**config.mk**
```make
export PLATFORM = sky130hd
export DESIGN_NAME = dep_rule_conf_shadow
export DESIGN_NICKNAME = d
export VERILOG_FILES = /design/src/rtl/dep_rule_conf_shadow.sv
export SDC_FILE = /design/constraint.sdc
export NUM_CORES = 1
export LEC_CHECK = 0
export CORE_UTILIZATION = 40
export CTS_CLUSTER_DIAMETER = 200
export DETAILED_ROUTE_END_ITERATION = 8
export PLACE_DENSITY = 0.69
export SLEW_MARGIN = 10
export SYNTH_ARGS = -nofsm -noshare
export SYNTH_HDL_FRONTEND = slang
export SYNTH_SLANG_ARGS = --single-unit
```
**constraint.sdc**
```tcl
create_clock -name i_clk -period 6 [get_ports i_clk]
set_input_delay 1.5 -clock i_clk [delete_from_list [all_inputs] [get_ports i_clk]]
set_output_delay 1.5 -clock i_clk [all_outputs]
set_load 0.05 [all_outputs]
```
**src/rtl/dep_rule_conf_shadow.sv**
```systemverilog
// Double-buffered deparser rule configuration: config-bus writes build a shadow
// rule set that is copied atomically to the active outputs once the pipeline idles.
module dep_rule_conf_shadow #(
  parameter int RULE_NUM          = 16,
  parameter int TYPE_NUM          = 4,
  parameter int TYPE_WIDTH        = 16,
  parameter int TYPE_OFFSET_WIDTH = 6,
  parameter int KEY_NUM           = 8,
  parameter int KEY_OFFSET_WIDTH  = 5,
  parameter int HEAD_SHIFT_WIDTH  = 6,
  parameter int META_SHIFT_WIDTH  = 6,
  parameter int TIMEOUT           = 1024
) (
  input  logic                                      i_clk,
  input  logic                                      i_rst_n,
  input  logic                                      i_rule_wren,
  input  logic                                      i_rule_rden,
  input  logic [31:0]                               i_rule_addr,
  input  logic [31:0]                               i_rule_wdata,
  output logic [31:0]                               o_rule_rdata,
  output logic                                      o_rule_rvalid,
  input  logic                                      i_pipe_idle,
  output logic                                      o_busy,
  output logic [RULE_NUM-1:0]                       o_rule_wren,
  output logic                                      o_rule_valid,
  output logic [TYPE_NUM*TYPE_WIDTH-1:0]            o_type_data,
  output logic [TYPE_NUM*TYPE_WIDTH-1:0]            o_type_mask,
  output logic [TYPE_NUM*TYPE_OFFSET_WIDTH-1:0]     o_type_offset,
  output logic [KEY_NUM*(KEY_OFFSET_WIDTH+1)-1:0]   o_key_offset,
  output logic [KEY_NUM*KEY_OFFSET_WIDTH-1:0]       o_key_merge,
  output logic [HEAD_SHIFT_WIDTH-1:0]               o_head_shift,
  output logic [META_SHIFT_WIDTH-1:0]               o_meta_shift
);

  localparam int TW    = TYPE_WIDTH;
  localparam int TOW   = TYPE_OFFSET_WIDTH;
  localparam int KOW   = KEY_OFFSET_WIDTH;
  localparam int KW    = KEY_OFFSET_WIDTH + 1;
  localparam int HSW   = HEAD_SHIFT_WIDTH;
  localparam int MSW   = META_SHIFT_WIDTH;
  localparam int TI_W  = (TYPE_NUM > 1) ? $clog2(TYPE_NUM) : 1;
  localparam int KI_W  = (KEY_NUM > 1) ? $clog2(KEY_NUM) : 1;
  localparam int CNT_W = $clog2(TIMEOUT + 1);

  typedef enum logic [1:0] {S_IDLE, S_WAIT, S_APPLY} state_t;

  state_t              state;
  logic [CNT_W-1:0]    wait_cnt;
  logic                rule_pend;
  logic                to_flag;
  logic                drop_flag;

  logic [5:0]          sh_rule_id;
  logic                sh_rule_vld;
  logic [TW-1:0]       sh_tdata [TYPE_NUM];
  logic [TW-1:0]       sh_tmask [TYPE_NUM];
  logic [TOW-1:0]      sh_toff  [TYPE_NUM];
  logic [KW-1:0]       sh_koff  [KEY_NUM];
  logic [KOW-1:0]      sh_kmrg  [KEY_NUM];
  logic [HSW-1:0]      sh_head;
  logic [MSW-1:0]      sh_meta;

  logic [TW-1:0]       act_tdata [TYPE_NUM];
  logic [TW-1:0]       act_tmask [TYPE_NUM];
  logic [TOW-1:0]      act_toff  [TYPE_NUM];
  logic [KW-1:0]       act_koff  [KEY_NUM];
  logic [KOW-1:0]      act_kmrg  [KEY_NUM];
  logic [HSW-1:0]      act_head;
  logic [MSW-1:0]      act_meta;

  logic [31:0]         rd_data_p1;
  logic                rd_vld_p1;
  logic [31:0]         rd_mux;

  logic [2:0]          region;
  logic [5:0]          idx;
  logic [TI_W-1:0]     t_sel;
  logic [KI_W-1:0]     k_sel;
  logic                t_idx_ok;
  logic                k_idx_ok;
  logic                r_idx_ok;
  logic                wr_ok;
  logic                drop_set;
  logic                unused_bits;

  assign region   = i_rule_addr[10:8];
  assign idx      = i_rule_addr[5:0];
  assign t_sel    = i_rule_addr[TI_W-1:0];
  assign k_sel    = idx[KI_W-1:0];
  assign t_idx_ok = int'(i_rule_addr[3:0]) < TYPE_NUM;
  assign k_idx_ok = int'(idx) < KEY_NUM;
  assign r_idx_ok = int'(idx) < RULE_NUM;
  assign o_busy   = (state != S_IDLE);
  // Writes are only accepted while idle so the shadow is frozen during a commit.
  assign wr_ok    = i_rule_wren && !o_busy;
  assign drop_set = i_rule_wren && o_busy && (region != 3'd7);
  assign unused_bits = ^{i_rule_addr[31:11], i_rule_addr[7:6], i_rule_wdata};

  // Shadow rule set: written by the config bus, restored from active on discard.
  always_ff @(posedge i_clk or negedge i_rst_n) begin
    if (!i_rst_n) begin
      sh_rule_id  <= '0;
      sh_rule_vld <= 1'b0;
      sh_head     <= '0;
      sh_meta     <= '0;
      for (int i = 0; i < TYPE_NUM; i++) begin
        sh_tdata[i] <= '0;
        sh_tmask[i] <= '0;
        sh_toff[i]  <= '0;
      end
      for (int i = 0; i < KEY_NUM; i++) begin
        sh_koff[i] <= '0;
        sh_kmrg[i] <= '0;
      end
    end else if (wr_ok) begin
      case (region)
        3'd0: if (r_idx_ok) begin
          sh_rule_id  <= idx;
          sh_rule_vld <= i_rule_wdata[0];
        end
        3'd1: if (t_idx_ok) begin
          sh_tdata[t_sel] <= i_rule_wdata[16 +: TW];
          sh_tmask[t_sel] <= i_rule_wdata[0 +: TW];
        end
        3'd2: if (t_idx_ok) sh_toff[t_sel] <= i_rule_wdata[0 +: TOW];
        3'd3: if (k_idx_ok) begin
          sh_koff[k_sel] <= {i_rule_wdata[16], i_rule_wdata[0 +: KOW]};
          sh_kmrg[k_sel] <= i_rule_wdata[8 +: KOW];
        end
        3'd4: sh_head <= i_rule_wdata[0 +: HSW];
        3'd5: sh_meta <= i_rule_wdata[0 +: MSW];
        3'd6: if (i_rule_wdata[1]) begin
          sh_head <= act_head;
          sh_meta <= act_meta;
          for (int i = 0; i < TYPE_NUM; i++) begin
            sh_tdata[i] <= act_tdata[i];
            sh_tmask[i] <= act_tmask[i];
            sh_toff[i]  <= act_toff[i];
          end
          for (int i = 0; i < KEY_NUM; i++) begin
            sh_koff[i] <= act_koff[i];
            sh_kmrg[i] <= act_kmrg[i];
          end
        end
        default: ;
      endcase
    end
  end

  // Active rule set: loaded from shadow in the single APPLY cycle.
  always_ff @(posedge i_clk or negedge i_rst_n) begin
    if (!i_rst_n) begin
      act_head <= '0;
      act_meta <= '0;
      for (int i = 0; i < TYPE_NUM; i++) begin
        act_tdata[i] <= '0;
        act_tmask[i] <= '0;
        act_toff[i]  <= '0;
      end
      for (int i = 0; i < KEY_NUM; i++) begin
        act_koff[i] <= '0;
        act_kmrg[i] <= '0;
      end
    end else if (state == S_APPLY) begin
      act_head <= sh_head;
      act_meta <= sh_meta;
      for (int i = 0; i < TYPE_NUM; i++) begin
        act_tdata[i] <= sh_tdata[i];
        act_tmask[i] <= sh_tmask[i];
        act_toff[i]  <= sh_toff[i];
      end
      for (int i = 0; i < KEY_NUM; i++) begin
        act_koff[i] <= sh_koff[i];
        act_kmrg[i] <= sh_kmrg[i];
      end
    end
  end

  // Commit FSM, staging flag, sticky flags and the rule write pulse.
  always_ff @(posedge i_clk or negedge i_rst_n) begin
    if (!i_rst_n) begin
      state        <= S_IDLE;
      wait_cnt     <= '0;
      rule_pend    <= 1'b0;
      to_flag      <= 1'b0;
      drop_flag    <= 1'b0;
      o_rule_wren  <= '0;
      o_rule_valid <= 1'b0;
    end else begin
      o_rule_wren  <= '0;
      o_rule_valid <= 1'b0;
      if (drop_set) drop_flag <= 1'b1;
      if (wr_ok && region == 3'd0 && r_idx_ok) rule_pend <= 1'b1;
      case (state)
        S_IDLE: begin
          if (wr_ok && region == 3'd6) begin
            if (i_rule_wdata[2]) begin
              to_flag   <= 1'b0;
              drop_flag <= 1'b0;
            end
            if (i_rule_wdata[1]) begin
              rule_pend <= 1'b0;
            end else if (i_rule_wdata[0]) begin
              state    <= S_WAIT;
              wait_cnt <= '0;
            end
          end
        end
        S_WAIT: begin
          if (i_pipe_idle) begin
            state <= S_APPLY;
          end else if (wait_cnt == CNT_W'(TIMEOUT - 1)) begin
            state   <= S_IDLE;
            to_flag <= 1'b1;
          end else begin
            wait_cnt <= wait_cnt + 1'b1;
          end
        end
        S_APPLY: begin
          state <= S_IDLE;
          if (rule_pend) begin
            o_rule_wren  <= RULE_NUM'(1) << sh_rule_id;
            o_rule_valid <= sh_rule_vld;
            rule_pend    <= 1'b0;
          end
        end
        default: state <= S_IDLE;
      endcase
    end
  end

  always_comb begin
    rd_mux = '0;
    case (region)
      3'd1: if (t_idx_ok) begin
        rd_mux[16 +: TW] = sh_tdata[t_sel];
        rd_mux[0 +: TW]  = sh_tmask[t_sel];
      end
      3'd2: if (t_idx_ok) rd_mux[0 +: TOW] = sh_toff[t_sel];
      3'd3: if (k_idx_ok) begin
        rd_mux[16]        = sh_koff[k_sel][KOW];
        rd_mux[8 +: KOW]  = sh_kmrg[k_sel];
        rd_mux[0 +: KOW]  = sh_koff[k_sel][KOW-1:0];
      end
      3'd4: rd_mux[0 +: HSW] = sh_head;
      3'd5: rd_mux[0 +: MSW] = sh_meta;
      3'd7: rd_mux[3:0] = {drop_flag, to_flag, o_busy, rule_pend};
      default: ;
    endcase
  end

  // Read stage p1: one-cycle registered readback of pre-write state.
  always_ff @(posedge i_clk or negedge i_rst_n) begin
    if (!i_rst_n) begin
      rd_data_p1 <= '0;
      rd_vld_p1  <= 1'b0;
    end else begin
      rd_vld_p1 <= i_rule_rden;
      if (i_rule_rden) rd_data_p1 <= rd_mux;
    end
  end

  assign o_rule_rdata  = rd_data_p1;
  assign o_rule_rvalid = rd_vld_p1;
  assign o_head_shift  = act_head;
  assign o_meta_shift  = act_meta;

  for (genvar g = 0; g < TYPE_NUM; g++) begin : g_type
    assign o_type_data[g*TW +: TW]     = act_tdata[g];
    assign o_type_mask[g*TW +: TW]     = act_tmask[g];
    assign o_type_offset[g*TOW +: TOW] = act_toff[g];
  end

  for (genvar g = 0; g < KEY_NUM; g++) begin : g_key
    assign o_key_offset[g*KW +: KW]   = act_koff[g];
    assign o_key_merge[g*KOW +: KOW]  = act_kmrg[g];
  end

endmodule
```
==> run summary, run 1 <==
CP delay by family, top -> buffers and inverters
Clock H-tree levels -> 3
Asr flop ratio synth -> 100%
Cell Area, Synth -> 0.0274 mm2
Setup Buffers After CTS -> 0
Max stage delay cell, worst path -> clkdlybuf4s50_1
Hold Path Origin -> sh_rule_vld$_DFFE_PN0P_
Hold Path End -> sh_rule_vld$_DFFE_PN0P_
Final-report hold violation count -> 0
Highest routed layer -> met5
RSZ-0062 raised after global routing -> false
DR iter-0 viols -> 1,924
FP Rows -> 95
IO Count -> 372
Max-cap violations -> 0
Primary FF master, synth -> dfrtp_1
Leakage -> 15.6 nW
Share of layout cells above drive strength 1 -> 24.8%
Grt ovf -> 0
Synth Instances -> 2,263
Worst r2r src -> state[1]$_DFFE_PN0P_
Fmax -> 246 MHz
Met3 WL -> 6420 um
Root buf cell -> clkbuf_16
Mapped Avg Cell Area -> 12.1 um2
Vias -> 20,332
Setup-failing EPs final -> 0
Post-CTS Resized -> 0
Area growth from synthesis to layout -> 23.7%
Clock Skews -> 30.6 ps
Crit-path cells -> clkdlybuf4s50_1, nor2b_1, and2_1, o21ai_1, buf_4, mux2_4
Die height -> 264 um
GPL Wtd Cong -> 0.854
Reg2reg end -> o_rule_wren[4]$_DFF_PN0_
Metal2 WL -> 40,900 um
Clock transition at path regs -> 60 ps
Startpoint types -> primary input
Min Clock Period, post-route -> 4070 ps
Yosys top cell by area -> dfrtp_1
Power per cell area -> 317 mW/mm2
Initial antenna violation count -> 4
Final TNS setup -> 0 ps
CP endpoint kind -> register
Crit path largest cell delay -> 860 ps
Die area -> 0.0695 mm2
Unique masters post-synth -> 64
Area fraction of the dominant cell type after synthesis -> 52.7%
Final period util -> 67.9%
Slew at the pin with the worst max-slew slack -> 1070 ps
Final net count -> 2,626
Post-CTS Hold Buffers -> 0
Slew Limit Fails -> 0
Post-synth EDFFs -> 0
Crit path buf inv count -> 2
First-pass GRT wire length -> 133,000 um
TritonCTS clock tree -> built
Core Util, Final -> 50.2%
Wirelength, routed -> 87,300 um
Port buffer count -> 348
Post-route ant nets -> 0
Worst VDD drop -> 0.190 mV
CTS Sinks -> 577
Clock Path Buffers -> 3
Worst Path Arrival -> 4550 ps
All-Layer GR Usage -> 25.0%
FF-to-FF setup slack -> 3280 ps
Worst Path Max Fanout -> 16
Worst Path Required -> 6480 ps
Pre-Repair DR Iteration Count -> 5
DR vias/cell -> 5.85
Initial Utilization -> 40.6%
Fin cells -> 3,478
Largest net degree at the start of global routing -> 135
Post-route DRC -> 0
R2R cell count -> 5
Antenna cells -> 0
Vias in the first global route -> 21,030
DP Cell Count -> 3,361
Synth warnings -> 0
Syn nets -> 2,333
CTS Buf Count -> 66
Synth Register Bits -> 577
Dominant cells by area after synthesis -> dfrtp_1 (53%), mux2_2 (12%), mux2_4 (6.9%)
Chip width -> 264 um
Kind of critical path -> primary input to register
CORE AREA -> 0.0675 mm2
Hold path cells -> 2
Status -> finished clean
Worst skew pair latency -> 600 ps
Sequential-to-total area share from yosys stat -> 52.7%
Wl on met1 -> 36,900 um
DR WL/cell -> 25.1 um
Worst Hold Class -> register to register
Worst relative slew slack -> 27.9%
HPWL after DPL -> 56,400 um
where the power goes:
group / internal (mW) / switching [mW]
Sequential: 4.29 / 0.366
Combinational: 0.817 / 1.26
Clock: 2.38 / 1.63
Total: 7.49 / 3.26
metrics by stage:
stage / total power, mW / setup WS, ps / instance area [um2] / hold slack [ps]
global placement: 6.72 / 1460 / 31800 / 458
detailed placement: 6.79 / 1380 / 31800 / 462
finish: 10.7 / 1930 / 33900 / 471
global route: 11.1 / 1850 / 33900 / 521
CTS: 10.8 / 2030 / 33900 / 476
floorplan: 5.92 / 2870 / 27400 / 442
per-layer routing:
| layer | global-route usage [%] | up-vias |
|---|---|---|
| met2 | 39.4 | 754 |
| li1 | - | 8791 |
| met3 | 5.12 | 170 |
| met5 | 0 | - |
| met1 | 33.9 | 10609 |
| met4 | 9.94 | 8 |
cell type report:
| class | instances | area (um2) |
|---|---|---|
| clock inverters | 18 | 209 |
| well taps | 873 | 1090 |
| flip-flops and latches | 577 | 14400 |
| repair buffers | 402 | 4040 |
| inverters | 49 | 184 |
| fillers | 5795 | 33600 |
| multi-input cells | 1460 | 12000 |
| clock buffers | 99 | 1920 |
sequential cells by signal (all words and copies together), names as in the netlist, 11 cells and up:
register	count
o_type_data	64
o_type_mask	64
sh_tdata	64
sh_tmask	64
o_key_offset	48
sh_koff	48
o_key_merge	40
sh_kmrg	40
o_rule_rdata	32
o_type_offset	24
sh_toff	24
o_rule_wren	16
wait_cnt	11
cells in the final DEF, fill, tap and decap left out, drive strengths merged, types with 24 or more instances in the layout:
cell / count
a21oi: 65
a2bb2oi: 24
buf: 59
clkbuf: 99
clkdlybuf4s50: 343
dfrtp: 577
inv: 52
mux2: 416
mux2i: 32
mux4: 52
nand2: 297
nand3: 144
nor2: 37
nor3: 67
o21ai: 44
o22ai: 29
o2bb2ai: 46
o31ai: 44
how the worst max path moves through the flow:
stage	to	slack [ps]	startpoint	depth (start not counted)
5_1_grt	wait_cnt[6]$_DFFE_PN0P_	1850	i_rule_addr[9]	4
6_report	sh_kmrg[35]$_DFFE_PN0P_	1930	i_rule_addr[9]	6
2_1_floorplan	o_rule_rdata[10]$_DFFE_PN0P_	2870	i_rule_addr[0]	6
3_5_place_dp	sh_kmrg[37]$_DFFE_PN0P_	1380	i_rule_addr[9]	6
4_1_cts	sh_kmrg[35]$_DFFE_PN0P_	2030	i_rule_addr[9]	6
3_3_place_gp	sh_kmrg[37]$_DFFE_PN0P_	1460	i_rule_addr[9]	6
worst min-delay path, delay by kind of cell, from the launching register on:
family | cells | cell delay (ps)
flops | 1 | 330
compound gates | 1 | 60
simple gates | 1 | 50
Yosys cell counts (8+ instances only):
master / number
nand2_1: 297
clkbuf_1: 98
buf_2: 48
mux4_2: 52
inv_1: 49
dfrtp_1: 577
buf_1: 14
and3_1: 8
nand2b_1: 21
a2bb2oi_1: 24
nor3_1: 62
mux2_4: 126
o221ai_1: 11
nor2_1: 36
o2bb2ai_1: 46
a22o_1: 13
buf_6: 15
o22ai_1: 29
mux2_2: 285
a21oi_1: 64
mux2i_1: 32
a31oi_1: 17
o21ai_0: 36
nand3_1: 144
o31ai_1: 44
kinds of logic after synthesis:
family | share of synthesized area [%]
fa+ha+maj | 0.0457
compound gates | 8.38
xor+xnor | 0.0320
mux | 24.3
buf+inv | 3.75
flops | 52.7
simple gates | 10.8
No activity file was read; power rests on OpenSTA's default activity.
==> run 2, diff against run 1 <==
--- a/config.mk
+++ b/config.mk
@@ -8,7 +8,7 @@
 export CORE_UTILIZATION = 40
 export CTS_CLUSTER_DIAMETER = 200
 export DETAILED_ROUTE_END_ITERATION = 8
-export PLACE_DENSITY = 0.69
+export PLACE_DENSITY = 0.72
 export SLEW_MARGIN = 10
 export SYNTH_ARGS = -nofsm -noshare
 export SYNTH_HDL_FRONTEND = slang
==> constraint.sdc (replaced) <==
create_clock -name i_clk -period 3.73 [get_ports i_clk]
set_input_delay 0.9325 -clock i_clk [delete_from_list [all_inputs] [get_ports i_clk]]
set_output_delay 0.9325 -clock i_clk [all_outputs]
set_load 0.05 [all_outputs]
==> run 2 against run 1 <==
Register-to-register slack worse by 1900 ps. Critical path depth is 3 lower. Power is 60% higher. Routed wire length is 0.46% lower. Flip-flop and latch count stayed put. Combinational power is 63% higher. Die area stayed put. Worst hold slack worse by 120 ps. Core utilization is 0.63 points higher. Sequential power is 61% higher. Sequential share of layout area is 0.53 points lower. Critical path type is now register to output pin. Largest power group unchanged.
==> run summary, run 2 (same netlist as run 1, synthesis figures left out) <==
Setup-failing EPs final -> 0 (unchanged)
Combinational Power Share -> 19.6% (was 19.3%)
CP delay by family, top -> buffers and inverters (unchanged)
Post-route DRC -> 0 (unchanged)
Grt ovf -> 0 (unchanged)
GPL Wtd Cong -> 0.884 (was 0.854)
Most frequent cells in the layout -> dfrtp_1 (577), clkdlybuf4s50_1 (343), nand2_1 (297), mux2_2 (285), nand3_1 (144) (unchanged)
Commonest non-fill, non-tap cell in the layout -> dfrtp_1 (unchanged)
DR iter-0 viols -> 1,917 (was 1,924)
Flop pwr share -> 43.5% (was 43.3%)
Crit path buf inv count -> 2 (unchanged)
Max stage delay cell, worst path -> clkdlybuf4s50_1 (unchanged)
Power per cell area -> 502 mW/mm2 (was 317 mW/mm2)
CP endpoint kind -> output pin (was register)
Leakage -> 15.8 nW (was 15.6 nW)
Worst Hold Class -> primary input to asynchronous set/reset pin (was register to register)
Wirelength, routed -> 86,900 um (was 87,300 um)
CORE AREA -> 0.0675 mm2 (unchanged)
Worst VDD drop -> 0.372 mV (was 0.190 mV)
First-pass GRT wire length -> 133,000 um (about the same)
Clock Path Buffers -> 3 (unchanged)
Initial Utilization -> 40.6% (unchanged)
Crit-path cells -> nor2_1, inv_1, clkdlybuf4s50_1 (was clkdlybuf4s50_1, nor2b_1, and2_1, o21ai_1, buf_4, mux2_4)
Clock H-tree levels -> 2 (was 3)
All-Layer GR Usage -> 24.9% (was 25.0%)
IO Count -> 372 (unchanged)
Clock Skews -> 26.9 ps (was 30.6 ps)
CTS Buf Count -> 61 (was 66)
DR vias/cell -> 5.82 (was 5.85)
Final-report hold violation count -> 0 (unchanged)
CTS Sinks -> 577 (unchanged)
Initial antenna violation count -> 7 (was 4)
TritonCTS clock tree -> built (unchanged)
Sw power -> 5.21 mW (was 3.26 mW)
Worst Path Max Fanout -> 8 (was 16)
Startpoint types -> register (was primary input)
Post-CTS Resized -> 0 (unchanged)
Min Clock Period, post-route -> 3120 ps
Root buf cell -> clkbuf_16 (unchanged)
Antenna cells -> 0 (unchanged)
Clock transition at path regs -> 60 ps (about the same)
Filler Cell Count -> 5,746 (was 5,795)
FP Rows -> 95 (unchanged)
Clock power frac -> 36.9% (was 37.4%)
Worst Path Arrival -> 2190 ps (was 4550 ps)
Largest net degree at the start of global routing -> 83 (was 135)
Die height -> 264 um (unchanged)
Status -> finished clean (unchanged)
Die area -> 0.0695 mm2 (unchanged)
Final TNS setup -> 0 ps (unchanged)
Vias -> 20,452 (was 20,332)
Worst Path Required -> 2800 ps (was 6480 ps)
Area growth from synthesis to layout -> 25.3% (was 23.7%)
Fmax -> 320 MHz
Post-CTS Hold Buffers -> 0 (unchanged)
Kind of critical path -> register to output pin (was primary input to register)
Setup Buffers After CTS -> 0 (unchanged)
Slew at the pin with the worst max-slew slack -> 1290 ps (was 1070 ps)
Post-route cell area -> 0.0343 mm2 (was 0.0339 mm2)
Max-cap violations -> 0 (unchanged)
DR WL/cell -> 24.7 um (was 25.1 um)
Port buffer count -> 348 (unchanged)
Worst hold slack -> 350 ps (was 471 ps)
Vias in the first global route -> 20,882 (was 21,030)
HPWL after DPL -> 58,300 um (was 56,400 um)
Final period util -> 83.7%
Post-route ant nets -> 0 (unchanged)
Final net count -> 2,662 (was 2,626)
Pre-Repair DR Iteration Count -> 8 (was 5)
P_int -> 12.0 mW (was 7.49 mW)
Worst relative slew slack -> 13.5% (was 27.9%)
Chip width -> 264 um (unchanged)
Slew Limit Fails -> 0 (unchanged)
Switch share -> 30.3% (about the same)
Storage element area -> 0.0144 mm2 (unchanged)
RSZ-0062 raised after global routing -> false (unchanged)
Share of layout cells above drive strength 1 -> 26.3% (was 24.8%)
Footprint of the multi-input gates -> 0.0120 mm2 (about the same)
Worst skew pair latency -> 630 ps (was 600 ps)
Placed Instance Area -> 0.0322 mm2 (was 0.0318 mm2)
Crit path largest cell delay -> 820 ps (was 860 ps)
[run 2: cell types whose count changed in the layout (fill, tap and decap cells not counted), sizes merged]
cell and change:
clkbuf -7, clkinvlp -1, buf +41, inv -2
clkinv +5
[run 2: cell type report]
cell class | instances | area share, %
Inverter | 49 | 0.536
Tap cell | 873 | 3.18
Multi-Input combinational cell | 1460 | 35.0
Clock buffer | 92 | 5.55
Timing Repair Buffer | 443 | 13.0
Clock inverter | 20 | 0.631
Sequential cell | 577 | 42.1
[run 2: layer usage]
layer | part of all wire, % | wire, um | GRT usage, % | up-vias
met5 | 0.10 | 87 | 0 | -
met4 | 3.1 | 2670 | 8.28 | 12
met3 | 8.2 | 7150 | 6.03 | 178
met2 | 47 | 40900 | 39.7 | 852
met1 | 42 | 36200 | 33.1 | 10542
li1 | - | - | - | 8868
[run 2: power groups by stage]
stage,Sequential (mW),Combinational (mW),Clock [mW]
finish,7.49,3.38,6.36
global route,7.56,3.54,6.73
CTS,7.48,3.39,6.49
detailed placement,7.58,3.38,0
global placement,7.53,3.32,0
floorplan,8.34,1.19,0
[run 2: metrics by stage]
step           instances  worst slack (ps)  utilization (%)  power [mW]
2_1_floorplan       2263              1170                -        9.53
3_3_place_gp        3402               272             47.7        10.8
3_5_place_dp        3402               264             47.7        11.0
4_1_cts             3514               556             50.8        17.4
5_1_grt             3514               525             50.8        17.8
6_report            3514               609             50.8        17.2
[run 2: worst reg2reg max path, cell delays in order (launching register included)]
cell and delay (ps):
dfrtp_1 490, nor2b_4 730, buf_4 410, and3_1 220
nand3_1 200, nor3_1 190
[run 2: final timing paths]
| kind | from | endpoint | slack (ps) | cells past startpoint |
|---|---|---|---|---|
| setup / recovery | state[0]$_DFFE_PN0P_ | o_busy | 610 | 3 |
| hold / removal | i_rst_n | o_key_offset[8]$_DFFE_PN0P_ | 350 | 1 |
| setup reg to reg | state[1]$_DFFE_PN0P_ | o_rule_wren[12]$_DFF_PN0_ | 1380 | 5 |
| hold reg to reg | sh_rule_id[5]$_DFFE_PN0P_ | sh_rule_id[5]$_DFFE_PN0P_ | 490 | 1 |
| max in group asynchronous | i_rst_n | sh_koff[35]$_DFFE_PN0P_ | 2450 | 2 |
| min in group i_clk | sh_rule_id[5]$_DFFE_PN0P_ | sh_rule_id[5]$_DFFE_PN0P_ | 490 | 1 |
==> run 3, diff against run 2 <==
--- a/config.mk
+++ b/config.mk
@@ -8,7 +8,7 @@
 export CORE_UTILIZATION = 40
 export CTS_CLUSTER_DIAMETER = 200
 export DETAILED_ROUTE_END_ITERATION = 8
-export PLACE_DENSITY = 0.72
+export PLACE_DENSITY = 0.69
 export SLEW_MARGIN = 10
 export SYNTH_ARGS = -nofsm -noshare
 export SYNTH_HDL_FRONTEND = slang
==> constraint.sdc (replaced) <==
create_clock -name i_clk -period 3.2 [get_ports i_clk]
set_input_delay 0.8 -clock i_clk [delete_from_list [all_inputs] [get_ports i_clk]]
set_output_delay 0.8 -clock i_clk [all_outputs]
set_load 0.05 [all_outputs]
==> run 3 against run 2 <==
First-iteration DRC count fell by 4.2%. Combinational power grew 17%. Sequential share of layout area is 0.36 points lower. Core utilization grew 0.44 points. Routed wire length grew 3.1%. Cell count increased by 0.46%. Flip-flop and latch count stayed put.
==> run summary, run 3 (same netlist as run 1, synthesis figures left out) <==
Status -> finished clean (unchanged)
Leakage -> 16.0 nW (was 15.8 nW)
Most frequent cells in the layout -> dfrtp_1 (577), clkdlybuf4s50_1 (343), nand2_1 (297), mux2_2 (285), nand3_1 (144) (unchanged)
FF-to-FF setup slack -> 1010 ps (was 1380 ps)
Reg2reg end -> o_type_mask[63]$_DFFE_PN0P_ (was o_rule_wren[12]$_DFF_PN0_)
FP Rows -> 95 (unchanged)
Kind of critical path -> register to output pin (unchanged)
TritonCTS clock tree -> built (unchanged)
Startpoint types -> register (unchanged)
Min Clock Period, post-route -> 3000 ps
CTS Sinks -> 577 (unchanged)
Slew at the pin with the worst max-slew slack -> 694 ps (was 1290 ps)
Post-route DRC -> 0 (unchanged)
DR vias/cell -> 5.83 (was 5.82)
Grt ovf -> 0 (unchanged)
Final net count -> 2,671 (was 2,662)
Worst VDD drop -> 0.358 mV (was 0.372 mV)
Antenna cells -> 0 (unchanged)
Pre-Repair DR Iteration Count -> 6 (was 8)
Fin cells -> 3,530 (was 3,514)
All-Layer GR Usage -> 25.7% (was 24.9%)
Worst hold slack -> 156 ps (was 350 ps)
Wirelength, routed -> 89,600 um (was 86,900 um)
Worst Path Required -> 2400 ps (was 2800 ps)
IO Count -> 372 (unchanged)
GPL Wtd Cong -> 0.856 (was 0.884)
Fmax -> 333 MHz
Setup-failing EPs final -> 0 (unchanged)
Post-CTS Hold Buffers -> 0 (unchanged)
Area growth from synthesis to layout -> 26.3% (was 25.3%)
Final TNS setup -> 0 ps (unchanged)
Worst skew pair latency -> 620 ps (was 630 ps)
DR iter-0 viols -> 1,836 (was 1,917)
RSZ-0062 raised after global routing -> false (unchanged)
CP endpoint kind -> output pin (unchanged)
Max-cap violations -> 0 (unchanged)
Post-route ant nets -> 0 (unchanged)
Clock Skews -> 27.0 ps (was 26.9 ps)
Worst Path Arrival -> 2200 ps (was 2190 ps)
Worst Hold Class -> primary input to asynchronous set/reset pin (unchanged)
Initial antenna violation count -> 5 (was 7)
Worst relative slew slack -> 53.6% (was 13.5%)
Vias in the first global route -> 21,265 (was 20,882)
Final period util -> 93.7%
Power per cell area -> 604 mW/mm2 (was 502 mW/mm2)
Setup Buffers After CTS -> 0 (unchanged)
DR WL/cell -> 25.4 um (was 24.7 um)
Slew Limit Fails -> 0 (unchanged)
Worst Path Max Fanout -> 8 (unchanged)
CORE AREA -> 0.0675 mm2 (unchanged)
Final-report hold violation count -> 0 (unchanged)
Clock Path Buffers -> 3 (unchanged)
Clock transition at path regs -> 60 ps (about the same)
Share of layout cells above drive strength 1 -> 26.4% (was 26.3%)
R2R cell count -> 3 (was 5)
Setup crit end -> o_busy (unchanged)
Total power -> 20.9 mW (was 17.2 mW)
Critical Path Start -> state[0]$_DFFE_PN0P_ (unchanged)
Initial Utilization -> 40.6% (unchanged)
Die height -> 264 um (unchanged)
Largest net degree at the start of global routing -> 105 (was 83)
Root buf cell -> clkbuf_16 (unchanged)
Die area -> 0.0695 mm2 (unchanged)
Worst r2r src -> state[1]$_DFFE_PN0P_ (unchanged)
Clock H-tree levels -> 3 (was 2)
Post-CTS Resized -> 0 (unchanged)
Port buffer count -> 348 (unchanged)
Vias -> 20,581 (was 20,452)
CTS Buf Count -> 69 (was 61)
Commonest non-fill, non-tap cell in the layout -> dfrtp_1 (unchanged)
Chip width -> 264 um (unchanged)
HPWL after DPL -> 58,300 um (about the same)
DP Cell Count -> 3,403 (was 3,402)
First-pass GRT wire length -> 136,000 um (was 133,000 um)
## run 3: critical path, cell delays in order (launching register included)
cell and delay [ps]:
dfrtp_1 520, nor2_1 120, inv_1 140, clkdlybuf4s50_1 820
## run 3: layout make-up
| cell class | count | area [um2] |
|---|---|---|
| well taps | 873 | 1090 |
| fillers | 5774 | 32900 |
| repair buffers | 444 | 4520 |
| multi-input cells | 1460 | 12000 |
| clock inverters | 27 | 348 |
| clock buffers | 100 | 2030 |
| inverters | 49 | 184 |
| flip-flops and latches | 577 | 14400 |
## run 3: how the worst min path moves through the flow
stage,start,cells after the start,endpoint,slack [ps]
final,i_rst_n,1,o_type_offset[17]$_DFFE_PN0P_,160
after global routing,i_rst_n,1,sh_toff[22]$_DFFE_PN0P_,160
after CTS,i_rst_n,1,sh_toff[19]$_DFFE_PN0P_,140
after detailed placement,sh_rule_vld$_DFFE_PN0P_,2,sh_rule_vld$_DFFE_PN0P_,470
after global placement,sh_rule_vld$_DFFE_PN0P_,2,sh_rule_vld$_DFFE_PN0P_,460
after floorplan,sh_rule_vld$_DFFE_PN0P_,2,sh_rule_vld$_DFFE_PN0P_,440
## run 3: power breakdown
part	total (mW)	internal, mW	switching (mW)	leakage, nW
logic	3.94	1.57	2.37	6.96
clock network	8.24	4.99	3.24	1.18
registers	8.74	8.04	0.706	7.82
## run 3: per-layer routing
metal	vias up	wire [um]	track usage, %
met5	-	53	0
met4	8	2840	9.72
met3	171	6800	5.71
met2	824	42700	41.1
met1	10693	37300	34.2
li1	8885	-	-
## run 3: per-stage QoR
stage                     area (um2)  utilization (%)  setup WS, ps
after floorplan                27400                -           769
after global placement         32200             47.7          28.6
after detailed placement       32200             47.7          12.1
after CTS                      34600             51.3           147
after global routing           34600             51.3           121
final                          34600             51.3           201
